**config.mk**
```make
export PLATFORM = sky130hd
export DESIGN_NAME = dmem_port_arbiter
export DESIGN_NICKNAME = d
export VERILOG_FILES = /design/src/rtl/dmem_port_arbiter.sv
export SDC_FILE = /design/constraint.sdc
export NUM_CORES = 1
export LEC_CHECK = 0
export ABC_AREA = 1
export BUFFER_PORTS_ARGS = -buffer_cell sky130_fd_sc_hd__buf_2
export CAP_MARGIN = 15
export CORE_AREA = 2 2 98 100
export DETAILED_ROUTE_END_ITERATION = 10
export DIE_AREA = 0 0 100 102
export GPL_TIMING_DRIVEN = 0
export PLACE_DENSITY = 0.6
export SLEW_MARGIN = 20
export SYNTH_ARGS = -nofsm -noshare
export SYNTH_HDL_FRONTEND = slang
export SYNTH_SLANG_ARGS = --single-unit
export TNS_END_PERCENT = 100
```
**constraint.sdc**
```tcl
create_clock -name clk -period 2.15 [get_ports clk]
set_clock_uncertainty 0.2 [all_clocks]
set_input_delay 0.645 -clock clk [delete_from_list [all_inputs] [get_ports clk]]
set_output_delay 0.645 -clock clk [all_outputs]
set_load 0.01 [all_outputs]
```
**src/rtl/dmem_port_arbiter.sv**
```systemverilog
// dmem_port_arbiter: shares dmem SRAM port b between the LSU (r0) and DMA/debug (r1).
// Define DMEM_ARB_RR_EN to replace fixed priority plus starvation with round robin.
module dmem_port_arbiter #(
   parameter int ADDR_W     = 12,
   parameter int DATA_W     = 32,
   parameter int STARVE_MAX = 8
) (
   input  logic                clk,
   input  logic                rst_n,
   input  logic                r0_req,
   input  logic                r0_we,
   input  logic [ADDR_W-1:0]   r0_addr,
   input  logic [DATA_W/8-1:0] r0_be,
   input  logic [DATA_W-1:0]   r0_wdata,
   output logic                r0_gnt,
   output logic                r0_rvalid,
   output logic [DATA_W-1:0]   r0_rdata,
   input  logic                r1_req,
   input  logic                r1_we,
   input  logic [ADDR_W-1:0]   r1_addr,
   input  logic [DATA_W/8-1:0] r1_be,
   input  logic [DATA_W-1:0]   r1_wdata,
   output logic                r1_gnt,
   output logic                r1_rvalid,
   output logic [DATA_W-1:0]   r1_rdata,
   output logic                mem_enable,
   output logic                mem_wren,
   output logic [ADDR_W-1:0]   mem_address,
   output logic [DATA_W/8-1:0] mem_byteena,
   output logic [DATA_W-1:0]   mem_data,
   input  logic [DATA_W-1:0]   mem_q
);
   logic pri1;
   logic tag_v;
   logic tag_id;
`ifdef DMEM_ARB_RR_EN
   logic last;
   // r1 gets priority only when r0 won the last granted cycle
   assign pri1 = ~last;
   always_ff @(posedge clk or negedge rst_n)
      if (!rst_n)
         last <= 1'b1;
      else if (r0_gnt | r1_gnt)
         last <= r1_gnt;
`else
   localparam logic [7:0] STARVE_LIM = 8'(STARVE_MAX);
   logic [7:0] starve_cnt;
   assign pri1 = starve_cnt == STARVE_LIM;
   always_ff @(posedge clk or negedge rst_n)
      if (!rst_n)
         starve_cnt <= '0;
      else if (!r1_req || r1_gnt)
         starve_cnt <= '0;
      else if (!pri1)
         starve_cnt <= starve_cnt + 8'd1;
`endif
   always_comb begin
      r1_gnt      = r1_req & (pri1 | ~r0_req);
      r0_gnt      = r0_req & ~r1_gnt;
      mem_enable  = r0_gnt | r1_gnt;
      mem_wren    = r1_gnt ? r1_we : (r0_gnt & r0_we);
      mem_address = r1_gnt ? r1_addr : r0_addr;
      mem_data    = r1_gnt ? r1_wdata : r0_wdata;
      mem_byteena = r1_gnt ? r1_be : (r0_gnt ? r0_be : '0);
      r0_rvalid   = tag_v & ~tag_id;
      r1_rvalid   = tag_v & tag_id;
      r0_rdata    = r0_rvalid ? mem_q : '0;
      r1_rdata    = r1_rvalid ? mem_q : '0;
   end
   always_ff @(posedge clk or negedge rst_n)
      if (!rst_n) begin
         tag_v  <= 1'b0;
         tag_id <= 1'b0;
      end else begin
         tag_v  <= mem_enable & ~mem_wren;
         tag_id <= r1_gnt;
      end
endmodule

```
**After elaboration in Yosys (flattened, before gate mapping)**

Index checks and enable logic that the tools add are counted.

- $add $sub $neg: 1
- Multiply operators: 0
- Divide/modulo/power cells: 0
- Magnitude comparators: 0
- Eq/ne operators: 2
- Shift-type cells: 0
- Muxes and demuxes: 9
- Bitwise logic cells: 12
- Reduce and logical (&&, ||, !) cells: 2

Operators by type and width:

| kind | number |
|---|---|
| two-way mux 32 bit | 3 |
| two-way mux 8 bit | 2 |
| two-way mux 12 bit | 1 |
| adder 8 x 1 -> 8 bit, second input constant | 1 |
| == test 8 x 4 -> 1 bit, second input constant | 1 |
| two-way mux 4 bit | 2 |
| AND 1 bit | 6 |
| inverter 1 bit | 4 |
| inequality test 2 x 1 -> 1 bit, second input constant | 1 |
| bitwise OR 1 bit | 2 |
| logical NOT 1 bit | 1 |
| logical OR 1 bit | 1 |
| two-way mux 1 bit | 1 |

- Register bits: 10
- Latch bits: 0
- Memory bits (writable): 0
- Memory bits (read-only): 0
- Bits of input ports: 134
- Output and inout bits: 118
- Memories: 0

**Depth between registers and ports, before layout**

Gate-level depths: netlist of run 1.

- Word-level depth: 9
- Mapped depth: 10

**Least setup slack after synthesis of run 1**

No wires, ideal clock.

- Path kind: register -> output
- From: reg starve_cnt[0]
- To: out mem_data[15]
- Data arrival time: 1.411 ns
- Required time: 1.305 ns
- Path slack: -0.106 ns
- Cell stages (with the launch flop): 11
- Path buffers: 2
- Cells stage by stage: dfrtp_1 -> inv_1 -> ha_1 -> nand3_1 -> o21ai_2 -> nand2_2 -> inv_2 -> buf_6 -> buf_6 -> nand2_1 -> nand2_1

- Word-level cells in the longest chain between the ends: 4

RTL lines:

| element | line | text |
|---|---|---|
| from (decl) | 47 | `logic [7:0] starve_cnt;` |
| from (signal assigned) | 55 | `starve_cnt <= starve_cnt + 8'd1;` |
| == test 8 x 4 -> 1 bit | 48 | `assign pri1 = starve_cnt == STARVE_LIM;` |
| bitwise OR 1 bit | 58 | `r1_gnt = r1_req & (pri1 \| ~r0_req);` |
| AND 1 bit | 58 |  |
| two-way mux 32 bit | 63 | `mem_data = r1_gnt ? r1_wdata : r0_wdata;` |
| to (decl) | 30 | `output logic [DATA_W-1:0] mem_data,` |

No other way between the ends.

**Worst setup path in the final report of run 1**

- From: reg starve_cnt[1]
- To: out mem_address[3]

- Word-level cells in the longest chain between the ends: 4

RTL lines:

| element | line | text |
|---|---|---|
| == test 8 x 4 -> 1 bit | 48 |  |
| bitwise OR 1 bit | 58 |  |
| AND 1 bit | 58 |  |
| two-way mux 12 bit | 62 | `mem_address = r1_gnt ? r1_addr : r0_addr;` |
| to (decl) | 28 | `output logic [ADDR_W-1:0] mem_address,` |

No other way between the ends.

==> results of run 1 <==
-- cell families (layout without fill, tap and decap cells) --
| kind of cell | count (synthesis) | after routing | share of synthesized area |
|---|---|---|---|
| AOI/OAI and AO/OA | 4 | 4 | 0.01765 |
| xor gates and xnor gates | 2 | 2 | 0.01177 |
| DFF | 10 | 10 | 0.1681 |
| adders and majority gates | 2 | 2 | 0.01680 |
| buffers and inverters | 58 | 328 | 0.1597 |
| and+or+nand+nor | 242 | 242 | 0.6260 |
-- metal layers --
metal	vias up	global-route usage
li1	1457	-
met4	0	0.02634
met3	14	0.01231
met2	174	0.2692
met5	-	0
met1	1268	0.1509
-- sequential cells by signal, summed over array words and instances, names as in the netlist --
register and flops:
tag_v 1, starve_cnt 8, tag_id 1
-- final cells by class --
cell class	instances	area, µm²	area share
timing repair buffer	266	1639	0.4418
multi-input combinational	250	1305	0.3518
sequential	10	250.2	0.06745
inverter	43	168.9	0.04553
buffer	15	152.6	0.04115
tap	111	138.9	0.03744
clock buffer	4	55.05	0.01484
-- worst max-delay path, stage by stage, from the launching register on --
cell                        delay (ns)
sky130_fd_sc_hd__dfrtp_1          0.38
sky130_fd_sc_hd__inv_1            0.06
sky130_fd_sc_hd__ha_2             0.18
sky130_fd_sc_hd__nand3_4          0.07
sky130_fd_sc_hd__o21ai_4          0.17
sky130_fd_sc_hd__nand2_4          0.12
sky130_fd_sc_hd__inv_4            0.09
sky130_fd_sc_hd__buf_6            0.13
sky130_fd_sc_hd__clkbuf_16        0.16
sky130_fd_sc_hd__nand2_4          0.04
sky130_fd_sc_hd__nand2_1          0.04
sky130_fd_sc_hd__buf_2            0.12
-- Yosys cell counts, types with 2 or more instances --
library cell and instances:
sky130_fd_sc_hd__nor2_1 79, sky130_fd_sc_hd__inv_1 42, sky130_fd_sc_hd__buf_2 4, sky130_fd_sc_hd__nand3_1 3, sky130_fd_sc_hd__dfrtp_1 10, sky130_fd_sc_hd__clkbuf_1 9
sky130_fd_sc_hd__nor3b_1 3, sky130_fd_sc_hd__nand2_1 153, sky130_fd_sc_hd__ha_1 2, sky130_fd_sc_hd__buf_6 2, sky130_fd_sc_hd__a21oi_1 2
-- through the flow --
step / TNS [ns] / instances
2_1_floorplan: -1.526 / 318
3_3_place_gp: -17.73 / 680
3_5_place_dp: -18.30 / 680
4_1_cts: -24.48 / 689
5_1_grt: -30.29 / 699
6_report: -22.85 / 699
-- power by group through the flow --
stage,sequential (mW),combinational (mW),clock (mW)
6_report,0.197,0.752,0.236
3_5_place_dp,0.199,0.550,0
5_1_grt,0.197,0.816,0.250
3_3_place_gp,0.199,0.547,0
4_1_cts,0.196,0.583,0.242
2_1_floorplan,0.198,0.254,0
-- path summary, 6_finish.rpt --
| path | from | endpoint | slack [ns] |
|---|---|---|---|
| max | starve_cnt[1]$_DFFE_PN0P_ | mem_address[3] | -0.52 |
| min | rst_n | tag_v$_DFF_PN0_ | 0.06 |
| max reg2reg | starve_cnt[1]$_DFFE_PN0P_ | starve_cnt[4]$_DFFE_PN0P_ | 0.45 |
| min reg2reg | starve_cnt[0]$_DFFE_PN0P_ | starve_cnt[0]$_DFFE_PN0P_ | 0.34 |
| max in group asynchronous | rst_n | tag_id$_DFF_PN0_ | 1.50 |
| min in group clk | starve_cnt[0]$_DFFE_PN0P_ | starve_cnt[0]$_DFFE_PN0P_ | 0.34 |
-- what timing repair did --
action	CTS	global route
pin swaps	3	6
setup endpoints to repair	111	89
gates cloned	0	5
endpoints found under the hold margin	0	0
setup buffers	5	5
gates resized for setup	29	126
==> results.json, run 1 <==
{
  "critPathLaunchType": "flip-flop",
  "layout_min_cycle_time_ns": 2.665,
  "antenna-diode-count": 0,
  "drive_gt1_frac": 0.6071,
  "post_drt_via_cell_ratio": 4.167,
  "worst_hold_path_type": "input port to async pin",
  "floorplan.die.width_um": 100,
  "hpwl_um": 6871,
  "mostFrequentLayoutCell": "sky130_fd_sc_hd__buf_2",
  "setup.worst_path.class": "flip-flop to output port",
  "reg2reg_depth": 8,
  "ant_nets": 0,
  "vias": 2913,
  "amount_of_wire_on_met2_after_detailed_routing_um": 4835,
  "grt_util_all_layers": 0.1330,
  "yosysWarningCount": 0,
  "leakage_nw": 2.367,
  "yosysUniqueCellTypes": 20,
  "final_cell_area_um2": 3710,
  "io_pins": 252,
  "power.switching_mw": 0.4619,
  "placeableCoreArea_um2": 9109,
  "setup-violations-final": 72,
  "netlist_instances": 318,
  "drt_first_pass_iters": 4,
  "drc": 0,
  "p_total_mw": 1.185,
  "post-route-worst-setup-slack_ns": -0.5152,
  "post-place-ws_ns": -0.4656,
  "floorplan.initialDensity": 0.1635,
  "finish.net_count": 725,
  "share_of_total_power_consumed_by_net_switching": 0.3897,
  "grt_pass1_vias": 2386,
  "fill_cell_count": 941,
  "final_core_util": 0.4073,
  "grt_antenna_before_repair": 0,
  "seq_power_share": 0.166,
  "max_freq_mhz": 375.2,
  "yosys-top-cells-area": "sky130_fd_sc_hd__nand2_1 39%, sky130_fd_sc_hd__nor2_1 20%, sky130_fd_sc_hd__dfrtp_1 17%",
  "cp-end-kind": "output port",
  "rsz0062_at_grt": "yes",
  "globalRoute.totalOverflow": 0,
  "synth_ff_type": "sky130_fd_sc_hd__dfrtp_1",
  "cellInternalPower_mw": 0.7233,
  "power.share.clock": 0.199,
  "placed_area_um2": 2920,
  "powerDensity_nw_per_um2": 319.5,
  "dr.max_layer_used": "met4",
  "finalCritPeriodShare": 1.240,
  "drtIter0Drc": 68,
  "timing_hold_violations_final": 0,
  "maximum_number_of_pins_on_one_net_before_global_route_repair": 12,
  "netlist.area_leader.share": 0.3857,
  "worst_hold_slack_ns": 0.06050,
  "fp.dieArea_um2": 10200,
  "routed_wl_um": 9012,
  "floorplan.die.height_um": 102,
  "synth.net_count": 454,
  "critical_path_peak_fanout": 5,
  "crit_required_ns": 1.30,
  "cts.sink_count": 10,
  "gp_congestion": 0.8550,
  "worst_pin_slew_ns": 0.2593,
  "tritoncts": "done",
  "num_cts_buffers": 3,
  "portBuffers": 251,
  "async_flop_share": 1.000,
  "yosys_register_bits": 10,
  "routed-wl-met3_um": 605,
  "drt-wirelength-per-cell_um": 12.89,
  "cts-root-to-sink-buffers": 2,
  "clk_root_buffer_cell": "sky130_fd_sc_hd__clkbuf_8",
  "critical_path_arrival_ns": 1.82,
  "area_delta_synth_final_pct": 149.2,
  "synth_enable_flop_cells": 0,
  "wire_length_the_detailed_router_placed_on_met1_um": 3391,
  "outcome": "complete, but fails checks",
  "max_slew_margin": 0.8267,
  "clock_insertion_delay_worst_skew_ns": 0.24,
  "maxCapViolCount": 0,
  "synth.avg_cell_area_um2": 4.682,
  "comb_power_share": 0.634,
  "grt_first_pass_wirelength_um": 10960,
  "yosysTopAreaCell": "sky130_fd_sc_hd__nand2_1",
  "cts_htree_levels": 1,
  "clk_transition_reported_paths_ns": 0.05,
  "post_cts_hold_buffer_count": 0,
  "failed_checks": "setup timing",
  "maxSlewViolCount": 0,
  "final_cell_mix": "222 x sky130_fd_sc_hd__buf_2, 121 x sky130_fd_sc_hd__nand2_1, 47 x sky130_fd_sc_hd__nor2_1",
  "yosysSeqAreaShare": 0.1681,
  "placement_rows": 35,
  "peakVddDrop_uv": 172.8,
  "post_synthesis_cell_area_um2": 1489
}
Note: power is estimated with default switching activity, not from simulation.
==> run 2, diff against run 1 <==
- RECOVER_POWER: default -> 25
==> results.json, run 2 (synthesis results as in run 1) <==
{
  "clock_insertion_delay_worst_skew_ns": 0.24,
  "post-route-worst-setup-slack_ns": -0.5153,
  "fill_cell_count": 942,
  "placed_area_um2": 2920,
  "powerDensity_nw_per_um2": 319.5,
  "vias": 2920,
  "floorplan.initialDensity": 0.1635,
  "ant_nets": 0,
  "grt_pass1_vias": 2386,
  "io_pins": 252,
  "rsz0062_at_grt": "yes",
  "r2r_setup_slack_ns": 0.44,
  "floorplan.die.height_um": 102,
  "setup-violations-final": 73,
  "critical_path_arrival_ns": 1.82,
  "cp-end-kind": "output port",
  "gp_congestion": 0.8550,
  "timing_hold_violations_final": 0,
  "placement_rows": 35,
  "cts_htree_levels": 1,
  "final_cell_area_um2": 3709,
  "peakVddDrop_uv": 172.5,
  "crit_required_ns": 1.30,
  "post-place-ws_ns": -0.4656,
  "routed_wl_um": 9004,
  "grt_antenna_before_repair": 0,
  "finalNonFillerCells": 699,
  "clk_root_buffer_cell": "sky130_fd_sc_hd__clkbuf_8",
  "drc": 0,
  "mostFrequentLayoutCell": "sky130_fd_sc_hd__buf_2",
  "antenna-diode-count": 0,
  "cts.sink_count": 10,
  "largestRegisters": "starve_cnt (8), tag_id (1), tag_v (1)",
  "post_drt_via_cell_ratio": 4.177,
  "regMostFlops": "starve_cnt",
  "num_cts_buffers": 3,
  "max_slew_margin": 0.6351,
  "failed_checks": "setup timing",
  "maxCapViolCount": 0,
  "clk_transition_reported_paths_ns": 0.05,
  "dpl.cell_count": 680,
  "tritoncts": "done",
  "grt_util_all_layers": 0.1330,
  "grt_first_pass_wirelength_um": 10960,
  "worst_hold_slack_ns": 0.1638,
  "drive_gt1_frac": 0.6054,
  "hpwl_um": 6871,
  "drt-wirelength-per-cell_um": 12.88,
  "placeableCoreArea_um2": 9109,
  "maximum_number_of_pins_on_one_net_before_global_route_repair": 12,
  "finalCritPeriodShare": 1.240,
  "finish.net_count": 725,
  "setup.worst_path.class": "flip-flop to output port",
  "layout_min_cycle_time_ns": 2.665,
  "worst_pin_slew_ns": 0.5474,
  "portBuffers": 251,
  "critPathLaunchType": "flip-flop",
  "globalRoute.totalOverflow": 0,
  "outcome": "complete, but fails checks",
  "reg2reg_depth": 8,
  "final_cell_mix": "221 x sky130_fd_sc_hd__buf_2, 121 x sky130_fd_sc_hd__nand2_1, 47 x sky130_fd_sc_hd__nor2_1",
  "largest_reg_flops": 8,
  "maxSlewViolCount": 0,
  "area_delta_synth_final_pct": 149.1,
  "worst_hold_path_type": "input port to async pin",
  "critical_path_peak_fanout": 5,
  "fp.dieArea_um2": 10200,
  "leakage_nw": 2.365,
  "floorplan.die.width_um": 100,
  "drt_first_pass_iters": 4,
  "max_freq_mhz": 375.2,
  "cts-root-to-sink-buffers": 2,
  "drtIter0Drc": 69
}
==> run 2: metal layers <==
layer / global-route usage / vias up / share of wire
met4: 0.02634 / 0 / 0.020
met1: 0.1509 / 1276 / 0.38
met5: 0 / - / 0
li1: - / 1456 / -
met3: 0.01231 / 14 / 0.068
met2: 0.2692 / 174 / 0.54
==> run 2: where the power goes <==
group | leakage (nW) | switching [mW] | internal, mW
clock | 0.0288 | 0.0753 | 0.161
combinational | 2.20 | 0.383 | 0.369
sequential | 0.135 | 0.00379 | 0.193
total | 2.36 | 0.462 | 0.723
==> run 2: area by class of cell <==
type | count | area (µm²) | share of cell area
Sequential cell | 10 | 250.2 | 0.06748
Multi-Input combinational cell | 250 | 1305 | 0.3519
Clock buffer | 4 | 55.05 | 0.01484
Buffer | 15 | 152.6 | 0.04116
Inverter | 43 | 168.9 | 0.04555
Tap cell | 111 | 138.9 | 0.03745
Timing Repair Buffer | 266 | 1638 | 0.4416
==> run 2: timing repair <==
| item | in CTS | in global routing |
|---|---|---|
| pin swaps | 3 | 6 |
| gates resized for setup | 29 | 126 |
| cloned | 0 | 5 |
| setup buffers | 5 | 5 |
| setup endpoints to repair | 111 | 89 |
| hold buffers | 0 | 0 |
==> run 2: final timing paths <==
| path | endpoint | startpoint |
|---|---|---|
| hold / removal | tag_v$_DFF_PN0_ | rst_n |
| min in group clk | starve_cnt[0]$_DFFE_PN0P_ | starve_cnt[0]$_DFFE_PN0P_ |
| setup / recovery | mem_address[3] | starve_cnt[1]$_DFFE_PN0P_ |
| setup reg to reg | starve_cnt[4]$_DFFE_PN0P_ | starve_cnt[1]$_DFFE_PN0P_ |
| max in group asynchronous | tag_id$_DFF_PN0_ | rst_n |
| hold reg to reg | starve_cnt[0]$_DFFE_PN0P_ | starve_cnt[0]$_DFFE_PN0P_ |
==> run 2: worst max-delay path, cell delays in order (launching register included) <==
cell                        delay (ns)
sky130_fd_sc_hd__dfrtp_1          0.38
sky130_fd_sc_hd__inv_1            0.06
sky130_fd_sc_hd__ha_2             0.18
sky130_fd_sc_hd__nand3_4          0.07
sky130_fd_sc_hd__o21ai_4          0.17
sky130_fd_sc_hd__nand2_4          0.12
sky130_fd_sc_hd__inv_4            0.09
sky130_fd_sc_hd__buf_6            0.13
sky130_fd_sc_hd__clkbuf_16        0.16
sky130_fd_sc_hd__nand2_4          0.04
sky130_fd_sc_hd__nand2_1          0.04
sky130_fd_sc_hd__buf_2            0.12
==> run 2: through the flow <==
stage                     setup TNS [ns]    util  power, mW
final                             -22.89  0.4071      1.185
after detailed placement          -18.30  0.3206     0.7498
after CTS                         -24.48  0.3416      1.021
after global placement            -17.73  0.3206     0.7464
after global routing              -30.29  0.4071      1.263
after floorplan                   -1.526       -     0.4522
==> run 3, diff against run 2 <==
- CELL_PAD_IN_SITES_DETAIL_PLACEMENT: default -> 0
- CELL_PAD_IN_SITES_GLOBAL_PLACEMENT: default -> 1
- CORE_AREA: 2 2 98 100 -> default
- CORE_ASPECT_RATIO: default -> 0.9
- CORE_MARGIN: default -> 1
- CORE_UTILIZATION: default -> 13
- DIE_AREA: 0 0 100 102 -> default
- PLACE_DENSITY: 0.6 -> 0.84
==> results.json, run 3 (synthesis results as in run 1) <==
{
  "cts_htree_levels": 1,
  "cellInternalPower_mw": 0.7953,
  "critPathBufInv": 5,
  "multi_input_comb_area_um2": 1195,
  "worst_hold_path_type": "input port to async pin",
  "regMostFlops": "starve_cnt",
  "powerDensity_nw_per_um2": 343.6,
  "setup-violations-final": 51,
  "fill_cell_count": 1266,
  "post-route-worst-setup-slack_ns": -0.4962,
  "floorplan.die.width_um": 114.8,
  "post_drt_via_cell_ratio": 3.794,
  "clk_root_buffer_cell": "sky130_fd_sc_hd__clkbuf_16",
  "mostFrequentLayoutCell": "sky130_fd_sc_hd__buf_2",
  "post_cts_hold_buffer_count": 0,
  "final_core_util": 0.3238,
  "clock_insertion_delay_worst_skew_ns": 0.24,
  "final_cell_mix": "235 x sky130_fd_sc_hd__buf_2, 115 x sky130_fd_sc_hd__nand2_1, 69 x sky130_fd_sc_hd__nor2_1",
  "share_of_total_power_consumed_by_net_switching": 0.3495,
  "peakVddDrop_uv": 224.2,
  "drc": 0,
  "floorplan.initialDensity": 0.1355,
  "critical_path_arrival_ns": 1.80,
  "largest_reg_flops": 8,
  "seq_power_share": 0.161,
  "maxCapViolCount": 0,
  "critical_path_peak_fanout": 7,
  "vias": 2811,
  "grt_pass1_vias": 2586,
  "cts.sink_count": 10,
  "ant_nets": 0,
  "finish.net_count": 726,
  "comb_power_share": 0.537,
  "power.switching_mw": 0.4273,
  "grt_antenna_before_repair": 0,
  "floorplan.die.height_um": 103.5,
  "setup.worst_path.class": "flip-flop to output port",
  "fp.dieArea_um2": 11890,
  "worst_pin_slew_ns": 0.5811,
  "clk_transition_reported_paths_ns": 0.04,
  "critical-path-slowest-cell": "sky130_fd_sc_hd__dfrtp_1",
  "rsz0062_at_grt": "yes",
  "failed_checks": "setup timing",
  "max_slew_margin": 0.6126,
  "num_cts_buffers": 3,
  "max_freq_mhz": 377.9,
  "placeableCoreArea_um2": 10990,
  "critPathLaunchType": "flip-flop",
  "drt_first_pass_iters": 4,
  "drt-wirelength-per-cell_um": 10.39,
  "max_stage_delay_ns": 0.37,
  "area_delta_synth_final_pct": 139.0,
  "antenna-diode-count": 0,
  "cp-end-kind": "output port",
  "tritoncts": "done",
  "maxSlewViolCount": 0,
  "seq_area_um2": 252.7,
  "globalRoute.totalOverflow": 0,
  "drtIter0Drc": 130,
  "finalCritPeriodShare": 1.231,
  "worst_hold_slack_ns": 0.1807,
  "crit_required_ns": 1.30,
  "leakage_nw": 2.350,
  "critical-path-top-delay-family": "buffers and inverters",
  "timing_hold_violations_final": 0,
  "grt_first_pass_wirelength_um": 11500,
  "gp_congestion": 0.7600,
  "portBuffers": 251,
  "routed_wl_um": 7697,
  "power.share.clock": 0.302,
  "cp_cell_sequence": "inv_1 > ha_2 > nand3_4 > o21ai_4 > nand2_4 > inv_6 > buf_8 > buf_8 > nand2_4 > nand2_2 > buf_6",
  "largestRegisters": "starve_cnt (8), tag_id (1), tag_v (1)",
  "outcome": "complete, but fails checks",
  "layout_min_cycle_time_ns": 2.646,
  "drive_gt1_frac": 0.5823,
  "grt_util_all_layers": 0.1198,
  "placement_rows": 36,
  "hpwl_um": 6177,
  "io_pins": 252,
  "cts-root-to-sink-buffers": 2,
  "maximum_number_of_pins_on_one_net_before_global_route_repair": 12
}
run 3: per-layer routing:
layer / wire length, µm / vias to the layer above / global-route usage
li1: - / 1461 / -
met4: 56 / 0 / 0.02226
met5: 0 / - / 0
met3: 592 / 5 / 0.01872
met1: 2911 / 1199 / 0.1276
met2: 4136 / 146 / 0.2424
run 3: layout make-up:
type                       count  share of cell area
sequential                    10             0.07103
buffer                        15             0.04641
multi-input combinational    250              0.3358
tap                          152             0.05345
timing repair buffer         267              0.4209
clock buffer                   4             0.02496
inverter                      43             0.04747
run 3: path summary, 6_finish.rpt:
kind,cells after the start,startpoint,slack [ns],to
min,1,rst_n,0.18,starve_cnt[7]$_DFFE_PN0P_
max in group asynchronous,1,rst_n,1.16,tag_id$_DFF_PN0_
min reg2reg,2,starve_cnt[0]$_DFFE_PN0P_,0.33,starve_cnt[0]$_DFFE_PN0P_
min in group clk,2,starve_cnt[0]$_DFFE_PN0P_,0.33,starve_cnt[0]$_DFFE_PN0P_
max reg2reg,8,starve_cnt[1]$_DFFE_PN0P_,0.49,starve_cnt[5]$_DFFE_PN0P_
max,11,starve_cnt[1]$_DFFE_PN0P_,-0.50,mem_data[18]
run 3: through the flow:
step | setup TNS [ns] | power, mW | std cells | instance area [µm²] | worst slack [ns]
2_1_floorplan | -1.526 | 0.4522 | 318 | 1525 | -0.07163
6_report | -22.02 | 1.223 | 741 | 3558 | -0.4962
3_5_place_dp | -21.73 | 0.7455 | 721 | 2972 | -0.5245
5_1_grt | -27.36 | 1.308 | 741 | 3558 | -0.5971
4_1_cts | -23.52 | 1.194 | 736 | 3369 | -0.5067
3_3_place_gp | -21.16 | 0.7471 | 721 | 2972 | -0.5431
run 3: power groups by stage:
stage	clock network [mW]	registers, mW	logic [mW]
after floorplan	0	0.198	0.254
after global placement	0	0.199	0.548
after detailed placement	0	0.200	0.546
after CTS	0.376	0.197	0.621
after global routing	0.386	0.198	0.724
final	0.369	0.197	0.657
run 3: worst reg2reg max path, delay by kind of cell (launching register included):
family / cells / cell delay [ns]
and+or+nand+nor: 5 / 0.56
DFF: 1 / 0.37
adders and majority gates: 1 / 0.19
buffers and inverters: 2 / 0.22
run 3: timing repair:
action / 4_1_cts / 5_1_grt
endpoints found under the setup margin: 111 / 107
buffers inserted: 9 / 5
gates cloned: 2 / 0
pin swaps: 10 / 5
gates resized for setup: 68 / 52
